--- src/rtl/mux8_rr_arbiter.sv ---
// Round-robin arbiter sharing one 8:1 mux path between 8 requesters.
// Grants one source, registers its data word, and holds it on a valid/ready port
// until accepted. IDLE between grants is a mandatory bubble so that a source can
// drop req on its done pulse before the next pick.
module mux8_rr_arbiter #(
    parameter int unsigned WIDTH = 8
) (
    input  logic               clk,
    input  logic               rst_n,
    input  logic [7:0]         req,
    input  logic [8*WIDTH-1:0] in_data,
    output logic [7:0]         gnt,
    output logic [7:0]         done,
    output logic [2:0]         sel,
    output logic               out_valid,
    input  logic               out_ready,
    output logic [WIDTH-1:0]   out_data
);

    typedef enum logic {StIdle, StBusy} state_e;

    state_e           state_q, state_d;
    logic [7:0]       gnt_q, gnt_d;
    logic [2:0]       sel_q, sel_d;
    logic [2:0]       ptr_q, ptr_d;
    logic             valid_q, valid_d;
    logic [WIDTH-1:0] data_q, data_d;

    logic             pick_found;
    logic [2:0]       pick_idx;
    logic [2:0]       cand;

    // Rotating priority scan: ptr has highest priority, ptr-1 (last granted) lowest.
    always_comb begin
        pick_found = 1'b0;
        pick_idx   = 3'd0;
        cand       = 3'd0;
        for (int k = 0; k < 8; k++) begin
            cand = ptr_q + 3'(k);
            if (!pick_found && req[cand]) begin
                pick_found = 1'b1;
                pick_idx   = cand;
            end
        end
    end

    // Next-state: capture on grant in IDLE, hold everything in BUSY until accepted.
    always_comb begin
        state_d = state_q;
        gnt_d   = gnt_q;
        sel_d   = sel_q;
        ptr_d   = ptr_q;
        valid_d = valid_q;
        data_d  = data_q;
        unique case (state_q)
            StIdle: begin
                if (pick_found) begin
                    gnt_d   = 8'd1 << pick_idx;
                    sel_d   = pick_idx;
                    data_d  = in_data[pick_idx*WIDTH +: WIDTH];
                    valid_d = 1'b1;
                    state_d = StBusy;
                end
            end
            StBusy: begin
                if (out_ready) begin
                    gnt_d   = 8'd0;
                    valid_d = 1'b0;
                    ptr_d   = sel_q + 3'd1;
                    state_d = StIdle;
                end
            end
            default: state_d = StIdle;
        endcase
    end

    // State and registered outputs; async clear drops any in-flight word.
    always_ff @(posedge clk or negedge rst_n) begin
        if (!rst_n) begin
            state_q <= StIdle;
            gnt_q   <= 8'd0;
            sel_q   <= 3'd0;
            ptr_q   <= 3'd0;
            valid_q <= 1'b0;
            data_q  <= '0;
        end else begin
            state_q <= state_d;
            gnt_q   <= gnt_d;
            sel_q   <= sel_d;
            ptr_q   <= ptr_d;
            valid_q <= valid_d;
            data_q  <= data_d;
        end
    end

    // done is combinational so the source sees it in the accepting cycle.
    always_comb begin
        done = 8'd0;
        if (state_q == StBusy && out_ready) begin
            done = gnt_q;
        end
    end

    assign gnt       = gnt_q;
    assign sel       = sel_q;
    assign out_valid = valid_q;
    assign out_data  = data_q;

endmodule

--- config.mk ---
export PLATFORM = sky130hd
export DESIGN_NAME = mux8_rr_arbiter
export DESIGN_NICKNAME = d
export VERILOG_FILES = /design/src/rtl/mux8_rr_arbiter.sv
export SDC_FILE = /design/constraint.sdc
export NUM_CORES = 1
export LEC_CHECK = 0
export CELL_PAD_IN_SITES_DETAIL_PLACEMENT = 0
export CELL_PAD_IN_SITES_GLOBAL_PLACEMENT = 1
export CORE_ASPECT_RATIO = 0.9
export CORE_MARGIN = 2
export CORE_UTILIZATION = 31
export CTS_CLUSTER_DIAMETER = 30
export DETAILED_ROUTE_END_ITERATION = 8
export GPL_ROUTABILITY_DRIVEN = 1
export PLACE_DENSITY = 0.88
export SETUP_SLACK_MARGIN = 0.3
export SLEW_MARGIN = 10
export SYNTH_ARGS = -nofsm -noshare
export SYNTH_HDL_FRONTEND = slang
export SYNTH_SLANG_ARGS = --single-unit
export TNS_END_PERCENT = 100
--- constraint.sdc ---
create_clock -name clk -period 4.1 [get_ports clk]
set_clock_uncertainty 0.15 [all_clocks]
set_input_delay 0.41 -clock clk [delete_from_list [all_inputs] [get_ports clk]]
set_output_delay 0.41 -clock clk [all_outputs]
set_load 0.01 [all_outputs]
==> summary.txt <==
1st-pass router iterations: 5
Critical Path Fanout Max: 18
Post-layout net count: 483
Fin crit share: 0.895
VDD IR max: 0.432 mV
CP startpoint: ptr_q[0]
Crit end category: register
Final wirelength: 9.77 mm
Share of layout cells above drive strength 1: 0.252
Post-DP HPWL: 7.41 mm
Gr usage total: 0.178
Number of global-route vias before repair: 2986
Final Hold Fails: 0
CTS Buf Count: 3
Core area: 9250 sq um
Overflow after GRT: 0
Seq cells post-synth: 24
Largest net degree at the start of global routing: 36
Leak: 1.68 nW
Area growth, synth to finish: 45.9%
Gpl congestion: 0.872
Most used DFF post-synth: dfrtp_1
Crit path DAT: 3.67 ns
Clk buf depth: 2
Fill cell count: 883
Status: finished clean
Minimum clock period: 3.67 ns
TritonCTS clock tree: built
Worst hold path class: reg -> reg
Post-synthesis instance area: 2980 sq um
Worst hold path startpoint: out_valid
Antenna Violating Nets Remaining: 0
I/O pin count: 103
Least-Margin Pin Slew: 1.10 ns
CTS clk-pin slew, worst paths: 0.08 ns
Post-synth EDFFs: 0
Initial antenna violation count: 0
# diodes: 0
Seq/Total Area, Yosys: 0.201
Setup CP Type: reg -> reg
Initial DRC Count: 345
Die Span Y: 97.1 um
Global-route wire length before repair: 15.1 mm
Synth unique cells: 64
Avg Cell Area, Syn: 10.0 sq um
RSZ-0062 raised after global routing: false
Worst path required time: 4.10 ns
Clock Sink Count: 24
Power per cell area: 999 nW/um^2
H-tree Lvls: 1
Synth Net Count: 375
IO Port Bufs: 102
Max Cap Violations: 0
Die width: 107 um
Final setup viols: 0
Clk Latency, worst-skew pair: 0.26 ns
TNS Setup: 0 ns
Final core utilization: 0.471
Wirelength per Cell: 18.6 um
Worst slew margin: 0.262
Row cnt: 33
Fraction of registers with async set/reset: 1.00
Die area: 10400 sq um
Initial Util: 0.323
Crit start category: register
DRC: 0
Slew Limit Fails: 0
Final Power: 4.35 mW
Via count: 3113
Fmax: 0.272 GHz
Worst r2r src: ptr_q[0]
Via/cell ratio: 5.92
Clock root buffer: clkbuf_8
Syn. warnings: 0
Synth Instances: 297
layout by cell type (no fill, tap or decap), types with 2 or more instances in the layout:
cell,Yosys,final
a211o_1,2,2
a21oi_1,5,4
a22o_1,3,3
a31oi_1,9,9
a32o_1,6,6
and3_1,8,8
buf_12,0,3
buf_4,4,21
clkbuf_8,0,5
clkdlybuf4s50_1,0,102
dfrtp_1,24,24
inv_1,20,19
mux2_2,19,17
mux2_4,8,11
mux2i_1,12,12
mux4_2,14,14
nand2_1,11,11
nand2b_1,3,3
nand4_1,2,2
nor2_1,19,19
nor3_1,6,6
nor4_1,5,5
o2111ai_1,16,16
o211ai_1,9,9
o211ai_2,8,8
o21ai_0,2,2
o221a_2,2,2
o221ai_1,16,16
o22ai_1,3,3
or2_2,2,2
xor2_1,4,4
what timing repair did:
item	CTS	global route
pin swaps	0	3
hold buffers	0	0
hold endpoints to repair	0	0
cloned	0	0
gates resized for setup	1	18
endpoints found under the setup margin	9	17
buffers inserted	0	10
critical path, stage by stage, from the launching register on:
cell	delay, ns
dfrtp_1	0.43
clkinv_4	0.09
ha_4	0.28
buf_12	0.15
mux2_2	0.37
mux4_2	0.53
a211oi_4	0.30
o32ai_4	0.14
o22ai_4	0.19
buf_12	0.16
buf_12	0.14
mux2_2	0.35
o211ai_1	0.16
a31oi_1	0.10
power breakdown:
part / switching [mW] / leakage [nW] / internal, mW
Combinational: 1.93 / 1.36 / 1.80
Sequential: 0.112 / 0.288 / 0.339
Clock: 0.0737 / 0.0288 / 0.0857
Total: 2.12 / 1.68 / 2.23
synth_stat cells (3+ instances only):
cell type | count | area, sq um
mux2i_1 | 12 | 120
clkbuf_1 | 9 | 33.8
a32o_1 | 6 | 60.1
xor2_1 | 4 | 35.0
a31oi_1 | 9 | 56.3
ha_1 | 3 | 37.5
buf_2 | 5 | 25.0
and3_1 | 8 | 50.1
buf_4 | 4 | 30.0
o2111ai_1 | 16 | 140
mux2_4 | 8 | 120
o221ai_1 | 16 | 140
mux4_2 | 14 | 315
dfrtp_1 | 24 | 601
inv_1 | 20 | 75.1
o211ai_1 | 9 | 67.6
nor2_1 | 19 | 71.3
nand2b_1 | 3 | 18.8
a21oi_1 | 5 | 25.0
o22ai_1 | 3 | 18.8
o211ai_2 | 8 | 100
mux2_2 | 19 | 214
a22o_1 | 3 | 26.3
nor3_1 | 6 | 30.0
nand2_1 | 11 | 41.3
nor4_1 | 5 | 31.3
logic make-up after synthesis:
kind of cell / share of synthesized area
multiplexers: 0.265
AND/OR/NAND/NOR: 0.123
XOR/XNOR: 0.0147
adder cells (fa/ha/maj): 0.0126
flip-flops: 0.201
AO/OA/AOI/OAI: 0.310
buffers and inverters: 0.0729
cell type report:
class,instances,area [sq um],share of cell area
tap,122,153,0.0351
sequential,24,601,0.138
clock buffer,4,55.1,0.0126
timing repair buffer,127,1250,0.288
multi-input combinational,228,2210,0.507
inverter,21,83.8,0.0193
sequential cells by signal (all words and copies together) (netlist names):
signal     count
gnt            8
out_data       8
out_valid      1
ptr_q          3
sel            3
state_q        1
layer usage:
metal	GRT usage	routed length [um]	vias up
met5	0	0	-
met3	0.0215	718	10
met1	0.245	4160	1515
met2	0.296	4780	157
met4	0.0444	112	0
li1	-	-	1431
worst paths after layout:
kind	cells after the start	to	slack, ns
worst max-delay path	13	out_data[0]	0.43
worst min-delay path	1	out_valid	0.35
worst max register to register	13	out_data[0]	0.43
worst min register to register	1	out_valid	0.35
max in group asynchronous	1	gnt[4]	2.56
min in group asynchronous	1	ptr_q[0]	0.59
metrics by stage:
stage | area (sq um) | hold slack (ns) | setup WS (ns) | std cells
final | 4350 | 0.352 | 0.430 | 526
after global routing | 4350 | 0.387 | 0.283 | 526
after CTS | 4200 | 0.358 | 0.310 | 516
after detailed placement | 4140 | 0.339 | 0.221 | 512
after global placement | 4140 | 0.329 | 0.304 | 512
after floorplan | 2990 | -0.0356 | 0.334 | 297
Note: power is estimated with default switching activity, not from simulation.
